## config.mk

```make
export PLATFORM = sky130hd
export DESIGN_NAME = seq_digit_mac
export DESIGN_NICKNAME = d
export VERILOG_FILES = /design/src/rtl/seq_mac_pkg.sv /design/src/rtl/seq_digit_mac_digit_mult.sv /design/src/rtl/seq_digit_mac.sv
export SDC_FILE = /design/constraint.sdc
export NUM_CORES = 1
export LEC_CHECK = 0
export ABC_AREA = 1
export BUFFER_PORTS_ARGS = -buffer_cell sky130_fd_sc_hd__buf_4
export CORE_MARGIN = 3
export CORE_UTILIZATION = 30
export DETAILED_ROUTE_END_ITERATION = 7
export GPL_TIMING_DRIVEN = 0
export PLACE_DENSITY = 0.44
export SLEW_MARGIN = 20
export SYNTH_ARGS = -nofsm -noshare
export SYNTH_HDL_FRONTEND = slang
export SYNTH_SLANG_ARGS = --single-unit
```

## constraint.sdc

```tcl
create_clock -name clk -period 7.4 [get_ports clk]
set_clock_uncertainty 0.1 [all_clocks]
set_input_delay 0.37 -clock clk [delete_from_list [all_inputs] [get_ports clk]]
set_output_delay 0.37 -clock clk [all_outputs]
set_load 0.02 [all_outputs]
```

## src/rtl/seq_mac_pkg.sv

```systemverilog
// Shared definitions for the sequential digit multiply-accumulate unit.
//   state_e         : controller state encoding (IDLE, RUN, DONE)
//   cnt_width()     : bit width of a digit counter that must reach K-1
//   params_ok()     : legality of the W / D / ACC_W combination
package seq_mac_pkg;

  typedef enum logic [1:0] {
    IDLE = 2'd0,
    RUN  = 2'd1,
    DONE = 2'd2
  } state_e;

  // A single-digit operand still needs a one-bit counter.
  function automatic int cnt_width(input int k);
    return (k > 1) ? $clog2(k) : 1;
  endfunction

  function automatic bit params_ok(input int w, input int d, input int acc_w);
    return (d > 0) && (w % d == 0) && (acc_w >= 2 * w);
  endfunction

endpackage

```

## src/rtl/seq_digit_mac_digit_mult.sv

```systemverilog
// Combinational unsigned DxD -> 2D digit multiplier.
//   x_i : D-bit digit of the multiplicand
//   y_i : D-bit digit of the multiplier
//   p_o : 2D-bit product
module digit_mult #(
  parameter int D = 2
) (
  input  logic [D-1:0]   x_i,
  input  logic [D-1:0]   y_i,
  output logic [2*D-1:0] p_o
);

  assign p_o = {{D{1'b0}}, x_i} * {{D{1'b0}}, y_i};

endmodule

```

## src/rtl/seq_digit_mac.sv

```systemverilog
// Sequential unsigned multiply-accumulate: one digit pair per cycle through a
// single DxD multiplier, shifted into place and added to the accumulator.
//   clk, rst      : clock (rising edge), asynchronous active-high reset
//   start, acc_en : operation request; acc_en=1 adds to acc, 0 replaces it
//   a, b          : operands, captured when start is accepted in IDLE
//   busy, done    : busy while not IDLE; done pulses when acc is final
//   acc, ovf      : accumulator and sticky carry-out flag
//
// state | meaning
// IDLE  | waiting for start; acc/ovf held
// RUN   | adding one digit-pair product per cycle, K*K cycles
// DONE  | acc holds the final result for one cycle, done=1
module seq_digit_mac
  import seq_mac_pkg::*;
#(
  parameter int W     = 8,
  parameter int D     = 2,
  parameter int ACC_W = 20
) (
  input  logic             clk,
  input  logic             rst,
  input  logic             start,
  input  logic             acc_en,
  input  logic [W-1:0]     a,
  input  logic [W-1:0]     b,
  output logic             busy,
  output logic             done,
  output logic [ACC_W-1:0] acc,
  output logic             ovf
);

  localparam int K  = W / D;
  localparam int CW = cnt_width(K);

  if (!params_ok(W, D, ACC_W)) begin : g_bad_params
    $error("seq_digit_mac: W must be a multiple of D and ACC_W >= 2*W");
  end

  state_e           state_q, state_d;
  logic [W-1:0]     a_q, a_d, b_q, b_d;
  logic [CW-1:0]    i_q, i_d, j_q, j_d;
  logic [ACC_W-1:0] acc_q, acc_d;
  logic             ovf_q, ovf_d;

  logic [D-1:0]     a_dig, b_dig;
  logic [2*D-1:0]   prod;
  logic [CW:0]      dig_sum;
  logic [ACC_W-1:0] addend;
  logic [ACC_W:0]   sum_ext;

  assign a_dig = a_q[i_q*D +: D];
  assign b_dig = b_q[j_q*D +: D];

  digit_mult #(.D(D)) u_digit_mult (
    .x_i (a_dig),
    .y_i (b_dig),
    .p_o (prod)
  );

  // Shift never exceeds 2W-2D, so the product always fits inside ACC_W bits;
  // only the accumulation can carry out of the top bit.
  assign dig_sum = {1'b0, i_q} + {1'b0, j_q};
  assign addend  = ACC_W'(prod) << (dig_sum * D);
  assign sum_ext = {1'b0, acc_q} + {1'b0, addend};

  always_comb begin
    state_d = state_q;
    a_d     = a_q;
    b_d     = b_q;
    i_d     = i_q;
    j_d     = j_q;
    acc_d   = acc_q;
    ovf_d   = ovf_q;
    case (state_q)
      IDLE: begin
        if (start) begin
          a_d     = a;
          b_d     = b;
          i_d     = '0;
          j_d     = '0;
          if (!acc_en) begin
            acc_d = '0;
            ovf_d = 1'b0;
          end
          state_d = RUN;
        end
      end
      RUN: begin
        acc_d = sum_ext[ACC_W-1:0];
        ovf_d = ovf_q | sum_ext[ACC_W];
        if (j_q == CW'(K - 1)) begin
          j_d = '0;
          if (i_q == CW'(K - 1)) state_d = DONE;
          else                   i_d = i_q + CW'(1);
        end else begin
          j_d = j_q + CW'(1);
        end
      end
      DONE:    state_d = IDLE;
      default: state_d = IDLE;
    endcase
  end

  always_ff @(posedge clk or posedge rst) begin
    if (rst) begin
      state_q <= IDLE;
      a_q     <= '0;
      b_q     <= '0;
      i_q     <= '0;
      j_q     <= '0;
      acc_q   <= '0;
      ovf_q   <= 1'b0;
    end else begin
      state_q <= state_d;
      a_q     <= a_d;
      b_q     <= b_d;
      i_q     <= i_d;
      j_q     <= j_d;
      acc_q   <= acc_d;
      ovf_q   <= ovf_d;
    end
  end

  assign busy = (state_q != IDLE);
  assign done = (state_q == DONE);
  assign acc  = acc_q;
  assign ovf  = ovf_q;

endmodule

```

==> flow_metrics.env, run 1 <==
export IMPL_drive_gt1_share_pct=16.2
export IMPL_grt_pass1_wl_um=15700
export IMPL_clk_latency_ps=290
export IMPL_cap_viol_max_count=0
export IMPL_antenna_found_initial=0
export IMPL_row_count=38
export IMPL_async_flop_share_pct=100
export IMPL_path_clk_slew_ps=70
export IMPL_comb_power_share_pct=60.4
export IMPL_antennaDiodeCount=0
export IMPL_path_buf_inv=4
export IMPL_worstMarginPinSlew_ps=450
export IMPL_clock_root_buffer="clkbuf_16"
export IMPL_htreeDepth=2
export IMPL_grtUsageTotal_pct=15.7
export IMPL_tns_ps=0
export IMPL_critPathMaxFanout=10
export IMPL_utilization_pct=37.3
export IMPL_pwr_share_clk_pct=15.4
export IMPL_syn_area_per_cell_um2=6.81
export IMPL_power_leakage_nw=2.28
export IMPL_post_drt_wl_per_cell_um=13.7
export IMPL_syn_inst=500
export IMPL_ys_types=39
export IMPL_critPathCaptureType="register"
export IMPL_p_switching_w=0.000859
export IMPL_core_area_um2=11000
export IMPL_syn2layout_area_growth_pct=20.2
export IMPL_final_fill_count=1186
export IMPL_worst_path_largest_cell_delay_ps=610
export IMPL_regArea_um2=1080
export IMPL_cts_setup_buffers=0
export IMPL_grt_overflow=0
export IMPL_hold_viol=17
export IMPL_ant_nets=0
export IMPL_slew_viol_final=0
export IMPL_slew_headroom_pct=69.9
export IMPL_clkSinkCount=43
export IMPL_crit_arrival_ps=3930
export IMPL_routed_wl_um=9490
export IMPL_multi_input_area_um2=2000
export IMPL_hold_buffers=0
export IMPL_die_h_um=113
export IMPL_cts_buffer_depth=2
export IMPL_pwr_share_seq_pct=24.2
export IMPL_ctsResizeCount=0
export IMPL_ys_seq_elements=43
export IMPL_yosys_area_top_type="dfrtp_1"
export IMPL_powerDensity_nw_per_um2=434
export IMPL_max_freq_mhz=260
export IMPL_ys_flop_type="dfrtp_1"
export IMPL_rsz0062_at_grt="no"
export IMPL_fin_crit_sh_pct=52.0
export IMPL_ys_top_cells_by_count="nand2_1, inv_1, nor2_1, dfrtp_1, nand3_1"
export IMPL_io_pins=43
export IMPL_p_int_w=0.000916
export IMPL_seq_area_frac_synth_pct=31.6
export IMPL_dieArea_um2=12700
export IMPL_critical_path_required_ps=7480
export IMPL_drt_pass1_iter_count=4
export IMPL_crit_chain="ha_1 > inv_1 > fa_1 > clkinv_1 > nor3_1 > ha_1 > inv_1 > fa_1 > inv_1 > nand3_1 > nand3_2 > nand2_1 > nand2_1 > nand2_1 > nand2_1 > nand2_1 > nand3_1 > nand2_1"
export IMPL_yosysMostFrequentCell="nand2_1"
export IMPL_hold_slack_ps=-10.4
export IMPL_synth_area_leaders="dfrtp_1, nand2_1, ha_1"
export IMPL_hold_class="in2async"
export IMPL_initial_core_util_pct=31.0
export IMPL_gp_congestion=0.845
export IMPL_die_w_um=113
export IMPL_cp_start_kind="register"
export IMPL_synthesis_area_um2=3400
export IMPL_period_minus_slack_ps=3850
export IMPL_path_delay_family="adder cells"
export IMPL_grt_pass1_vias=3194
export IMPL_finalNetCount=595
export IMPL_vias=3199
export IMPL_first_iter_violations=162
export IMPL_ir_worst_vdd_mv=0.173
export IMPL_grt_max_degree=27
export IMPL_finalSetupViolations=0
export IMPL_synth_edf_count=0
export IMPL_crit_path_top_delay_cell="fa_1"
export IMPL_dp_hpwl_um=7890
export IMPL_cp_common_cell="nand2_1"
export IMPL_tritoncts="yes"
export IMPL_yosys_warnings=0
export IMPL_port_buffer_count=42
export IMPL_syn_num_nets=545
export IMPL_viasPerCell=4.63
export IMPL_status="finished with violations"
export IMPL_yosysTopAreaCellShare_pct=31.6
export IMPL_switching_share_pct=48.4
export IMPL_violations="hold timing"
export IMPL_crit_type="reg2reg"
export IMPL_drc=0
export IMPL_cts_buffers=5
[cell families (layout without fill, tap and decap cells)]
family | Yosys count | count (layout) | share of synthesized area, %
muxes | 15 | 15 | 4.96
and+or+nand+nor | 291 | 291 | 35.4
buffers and inverters | 80 | 131 | 9.52
DFF | 43 | 43 | 31.6
AOI/OAI and AO/OA | 43 | 43 | 8.09
xor gates and xnor gates | 3 | 3 | 0.772
adders and majority gates | 25 | 25 | 9.63
[routing by layer]
layer | vias up | track usage, % | wire [um]
met1 | 1466 | 20.5 | 4510
met2 | 39 | 27.0 | 4600
met5 | - | 0 | 0
li1 | 1686 | - | -
met3 | 8 | 2.70 | 269
met4 | 0 | 3.53 | 109
[registers in the layout (all words and copies together), names as in the netlist]
| name | count |
|---|---|
| a_q | 8 |
| acc | 20 |
| b_q | 8 |
| i_q | 2 |
| j_q | 2 |
| ovf | 1 |
| state_q | 2 |
[worst paths after layout]
check / slack [ps] / cells after the start / startpoint / end
max in group asynchronous: 6710 / 3 / rst / i_q[1]
worst min-delay path: -10 / 2 / rst / acc[14]
worst max register to register: 3550 / 18 / j_q[0] / acc[14]
worst min register to register: 410 / 1 / a_q[4] / a_q[4]
worst max-delay path: 3550 / 18 / j_q[0] / acc[14]
min in group clk: 210 / 2 / a[5] / a_q[5]
[layout by cell type (no fill, tap or decap), types with 2 or more instances in the layout]
master / instances
buf_4: 43
o21ai_0: 12
nand4_1: 7
clkbuf_16: 5
nand3_2: 3
dfrtp_1: 43
nor2_2: 2
nor3_1: 6
nand3_1: 24
buf_2: 3
o21ai_2: 3
ha_1: 23
mux2_2: 15
buf_6: 2
nand2_1: 190
fa_1: 2
clkinv_1: 2
nor2_1: 49
nand3b_1: 6
o211ai_2: 2
inv_2: 2
inv_1: 68
a21oi_1: 17
xnor2_1: 2
[through the flow]
step / std cells / power, W / area [um2] / setup slack (ps)
finish: 691 / 0.00178 / 4090 / 3550
global route: 691 / 0.00195 / 4090 / 3220
detailed placement: 683 / 0.00152 / 3920 / 3500
floorplan: 500 / 0.00119 / 3400 / 4240
CTS: 691 / 0.00180 / 4090 / 3480
global placement: 682 / 0.00150 / 3890 / 3580
[power by group through the flow]
| stage | Combinational [W] | Clock [W] | Sequential (W) |
|---|---|---|---|
| 2_1_floorplan | 0.000733 | 0 | 0.000459 |
| 3_3_place_gp | 0.00107 | 0 | 0.000434 |
| 3_5_place_dp | 0.00108 | 0 | 0.000438 |
| 4_1_cts | 0.00108 | 0.000284 | 0.000434 |
| 5_1_grt | 0.00121 | 0.000294 | 0.000448 |
| 6_report | 0.00107 | 0.000273 | 0.000430 |
[layout make-up]
| class | instances | share of cell area (%) |
|---|---|---|
| multi-input cells | 377 | 49.0 |
| flip-flops and latches | 43 | 26.3 |
| repair buffers | 43 | 8.19 |
| inverters | 72 | 6.60 |
| well taps | 140 | 4.28 |
| clock buffers | 6 | 3.39 |
| plain buffers | 8 | 1.31 |
| clock inverters | 2 | 0.948 |
Power figures use the tool's default switching activity.
==> run 2: changes to the inputs <==
clock period = 3.6 ns   (was 7.4 ns; I/O delays follow)
==> flow_metrics.env, run 2 (synthesis results as in run 1) <==
export IMPL_cts_buffers=5
export IMPL_period_minus_slack_ps=3370
export IMPL_fin_crit_sh_pct=93.5
export IMPL_dieArea_um2=12700
export IMPL_slew_headroom_pct=69.9
export IMPL_initial_core_util_pct=31.0
export IMPL_syn2layout_area_growth_pct=25.0
export IMPL_clkSinkCount=43
export IMPL_grt_pass1_wl_um=15700
export IMPL_status="complete, no violations"
export IMPL_first_iter_violations=152
export IMPL_vias=3251
export IMPL_dp_cells=683
export IMPL_ant_nets=0
export IMPL_path_clk_slew_ps=60
export IMPL_reg2reg_slack_ps=230
export IMPL_routed_wl_um=9610
export IMPL_cp_start_kind="register"
export IMPL_finalSetupViolations=0
export IMPL_rsz0062_at_grt="yes"
export IMPL_worstMarginPinSlew_ps=450
export IMPL_grt_max_degree=27
export IMPL_slew_viol_final=0
export IMPL_die_h_um=113
export IMPL_row_count=38
export IMPL_ir_worst_vdd_mv=0.367
export IMPL_largest_reg_flops=20
export IMPL_htreeDepth=2
export IMPL_drc=0
export IMPL_clock_root_buffer="clkbuf_16"
export IMPL_dp_hpwl_um=7890
export IMPL_clk_latency_ps=290
export IMPL_instances_no_fill=700
export IMPL_drive_gt1_share_pct=21.8
export IMPL_hold_slack_ps=20.6
export IMPL_grtUsageTotal_pct=15.7
export IMPL_hold_class="in2reg"
export IMPL_power_leakage_nw=2.32
export IMPL_tritoncts="yes"
export IMPL_cts_buffer_depth=2
export IMPL_io_pins=43
export IMPL_hold_viol=0
export IMPL_cap_viol_max_count=0
export IMPL_post_drt_wl_per_cell_um=13.7
export IMPL_layout_common_cells="nand2_1, inv_1, buf_4, nor2_1, dfrtp_1"
export IMPL_grt_pass1_vias=3194
export IMPL_antennaDiodeCount=0
export IMPL_crit_arrival_ps=3440
export IMPL_max_freq_mhz=297
export IMPL_crit_type="reg2reg"
export IMPL_core_area_um2=11000
export IMPL_finalNetCount=604
export IMPL_viasPerCell=4.64
export IMPL_gp_congestion=0.845
export IMPL_critPathMaxFanout=7
export IMPL_final_common_cell="nand2_1"
export IMPL_grt_overflow=0
export IMPL_critPathCaptureType="register"
export IMPL_powerDensity_nw_per_um2=904
export IMPL_drt_pass1_iter_count=4
export IMPL_port_buffer_count=42
export IMPL_critical_path_required_ps=3680
export IMPL_die_w_um=113
export IMPL_antenna_found_initial=0
run 2: changes by cell type in the layout (fill, tap and decap cells not counted), sizes merged:
cell         delta
buf             +7
clkbuf          +1
clkinv          -1
dlygate4sd3     +1
inv             +1
run 2: power breakdown:
part | switching, W | internal (W) | total (W)
combinational | 0.00145 | 0.000950 | 0.00240
sequential | 0.000182 | 0.000702 | 0.000885
clock | 0.000210 | 0.000349 | 0.000560
total | 0.00185 | 0.00200 | 0.00385
run 2: worst paths after layout:
kind,end,cells past startpoint,start
min,a_q[5],2,a[5]
min in group asynchronous,acc[14],3,rst
max,acc[18],19,j_q[0]
max reg2reg,acc[18],19,j_q[0]
min reg2reg,a_q[4],1,a_q[4]
max in group asynchronous,i_q[0],4,rst
run 2: timing repair:
| action | 4_1_cts | 5_1_grt |
|---|---|---|
| hold buffers | 1 | 0 |
| setup endpoints to repair | 8 | 16 |
| setup buffers | 0 | 8 |
| gates resized for setup | 6 | 25 |
| pin swaps | 0 | 3 |
| endpoints found under the hold margin | 17 | 0 |
run 2: per-layer routing:
metal / global-route usage [%] / wire length, um / vias up
li1: - / - / 1703
met1: 20.5 / 4430 / 1482
met2: 27.0 / 4700 / 57
met3: 2.70 / 372 / 9
met4: 3.53 / 109 / 0
met5: 0 / 0 / -
run 2: worst max-delay path: stages, from the launching register on:
cell     delay (ps)
dfrtp_2         460
buf_4           150
a21oi_1         140
a32o_1          180
nor2_1           50
ha_1            190
ha_1            310
or2_2           300
nand3_2         100
nor2_1           60
ha_1            340
nand2_1         130
nor2_2          140
inv_1            70
nor2_1          150
nand3_2         100
nand3_1         100
nand2_1          50
nand3_1          70
nand2_1          50
run 2: final cells by class:
class | instances | area, um2
plain buffers | 8 | 53.8
clock buffers | 6 | 139
clock inverters | 2 | 38.8
repair buffers | 52 | 403
fillers | 1175 | 6730
well taps | 140 | 175
flip-flops and latches | 43 | 1080
inverters | 72 | 273
multi-input cells | 377 | 2100
run 2: through the flow:
| step | utilization [%] | instance area (um2) | power [W] | setup WS [ps] | setup TNS [ps] |
|---|---|---|---|---|---|
| after floorplan | - | 3400 | 0.00245 | 438 | 0 |
| after global placement | 35.5 | 3890 | 0.00309 | -225 | -1040 |
| after detailed placement | 35.6 | 3920 | 0.00312 | -299 | -1400 |
| after CTS | 37.5 | 4120 | 0.00372 | 33.6 | 0 |
| after global routing | 38.8 | 4260 | 0.00422 | -15.5 | -46.8 |
| final | 38.8 | 4260 | 0.00385 | 234 | 0 |
==> run 3: changes to the inputs <==
PLACE_DENSITY = not set   (was 0.44)
PLACE_DENSITY_LB_ADDON = 0.12   (was not set)
==> flow_metrics.env, run 3 (synthesis results as in run 1) <==
export IMPL_status="complete, no violations"
export IMPL_htreeDepth=2
export IMPL_clock_root_buffer="clkbuf_16"
export IMPL_crit_path_top_delay_cell="fa_2"
export IMPL_critPathMaxFanout=10
export IMPL_antennaDiodeCount=0
export IMPL_fin_crit_sh_pct=94.1
export IMPL_grt_overflow=0
export IMPL_finalSetupViolations=0
export IMPL_clkSinkCount=43
export IMPL_holdPathStages=2
export IMPL_worstMarginPinSlew_ps=424
export IMPL_cts_buffers=5
export IMPL_drc=0
export IMPL_crit_chain="ha_1 > inv_1 > fa_2 > inv_4 > nor3_2 > ha_2 > inv_1 > fa_1 > inv_1 > nand3_1 > nand3_2 > nand2_1 > nand2_1 > nand2_1 > nand2_1 > nand2_1 > nand3_1 > nand2_1"
export IMPL_drive_gt1_share_pct=23.1
export IMPL_final_fill_count=1176
export IMPL_worst_path_largest_cell_delay_ps=610
export IMPL_slew_headroom_pct=71.7
export IMPL_layout_common_cells="nand2_1, inv_1, buf_4, dfrtp_1, nor2_1"
export IMPL_first_iter_violations=203
export IMPL_critPathCaptureType="register"
export IMPL_hold_viol=0
export IMPL_io_pins=43
export IMPL_slew_viol_final=0
export IMPL_cp_start_kind="register"
export IMPL_largest_reg_flops=20
export IMPL_cp_common_cell="nand2_1"
export IMPL_crit_arrival_ps=3480
export IMPL_syn2layout_area_growth_pct=25.1
export IMPL_dieArea_um2=12700
export IMPL_viasPerCell=4.67
export IMPL_rsz0062_at_grt="yes"
export IMPL_cts_buffer_depth=2
export IMPL_routed_wl_um=9360
export IMPL_ant_nets=0
export IMPL_grt_pass1_wl_um=15700
export IMPL_initial_core_util_pct=31.0
export IMPL_die_w_um=113
export IMPL_hold_class="in2reg"
export IMPL_grtUsageTotal_pct=15.5
export IMPL_tritoncts="yes"
export IMPL_grt_max_degree=28
export IMPL_pre_cts_ws_ps=-198
export IMPL_port_buffer_count=42
export IMPL_reg2regPathDepth=18
export IMPL_drt_pass1_iter_count=4
export IMPL_fin_ws_ps=212
export IMPL_post_drt_wl_per_cell_um=13.4
export IMPL_max_freq_mhz=295
export IMPL_period_minus_slack_ps=3390
export IMPL_antenna_found_initial=0
export IMPL_grt_pass1_vias=3229
export IMPL_ir_worst_vdd_mv=0.355
export IMPL_power_leakage_nw=2.31
export IMPL_cap_viol_max_count=0
export IMPL_utilization_pct=38.8
export IMPL_finalNetCount=602
export IMPL_vias=3261
export IMPL_row_count=38
export IMPL_powerDensity_nw_per_um2=896
export IMPL_critical_path_required_ps=3690
export IMPL_crit_type="reg2reg"
export IMPL_gp_congestion=0.898
export IMPL_dp_hpwl_um=7480
export IMPL_final_common_cell="nand2_1"
export IMPL_core_area_um2=11000
export IMPL_path_clk_slew_ps=70
export IMPL_clk_latency_ps=300
export IMPL_die_h_um=113
==> run 3: cell types whose count changed in the layout (fill, tap and decap cells not counted), sizes merged <==
cell | previous run | this run
buf | 56 | 55
bufinv | 1 | 0
clkbuf | 9 | 8
clkinv | 1 | 2
clkinvlp | 0 | 1
inv | 72 | 71
==> run 3: what timing repair did <==
action,CTS,global route
pin swaps,0,10
resized for setup,5,38
setup buffers,0,6
gates cloned,0,0
hold buffers,1,0
endpoints found under the setup margin,7,16
endpoints found under the hold margin,16,0
==> run 3: critical path, delay by kind of cell (launching register included) <==
family                   cells  cell delay (ps)
buffers and inverters        4              320
adder cells (fa/ha/maj)      4             1420
flip-flops                   1              450
AND/OR/NAND/NOR             10             1000
==> run 3: power breakdown <==
group          switching (W)  internal (W)
Sequential          0.000179      0.000702
Clock               0.000216      0.000278
Combinational        0.00148      0.000964
==> run 3: layout make-up <==
class	instances	area (um2)	share of cell area (%)
Multi-Input combinational cell	377	2140	50.2
Sequential cell	43	1080	25.3
Timing Repair Buffer	50	388	9.10
Inverter	72	273	6.40
Tap cell	140	175	4.11
Clock buffer	6	139	3.26
Buffer	8	53.8	1.26
Clock inverter	2	16.3	0.382
==> run 3: final timing paths <==
path,from,to,slack (ps)
worst min-delay path,a[4],a_q[4],10
min in group asynchronous,rst,b_q[1],330
worst max register to register,j_q[0],acc[14],210
worst max-delay path,j_q[0],acc[14],210
worst min register to register,a_q[0],a_q[0],410
max in group asynchronous,rst,i_q[0],2560
==> run 3: per-stage QoR <==
stage	std cells	hold slack, ps	cell area (um2)	setup TNS, ps	power [W]
after global placement	682	313	3890	-794	0.00308
final	698	11.0	4260	0	0.00382
after floorplan	500	231	3400	0	0.00245
after global routing	698	3.34	4260	-30.5	0.00420
after detailed placement	683	120	3920	-792	0.00310
after CTS	692	3.87	4090	0	0.00363
==> run 3: per-layer routing <==
metal	track usage [%]	wire length (um)	up-vias	part of all wire, %
met5	0	0	-	0
met4	4.65	155	0	1.7
met3	2.64	258	11	2.8
met2	26.5	4580	42	49
met1	20.0	4360	1516	47
li1	-	-	1692	-
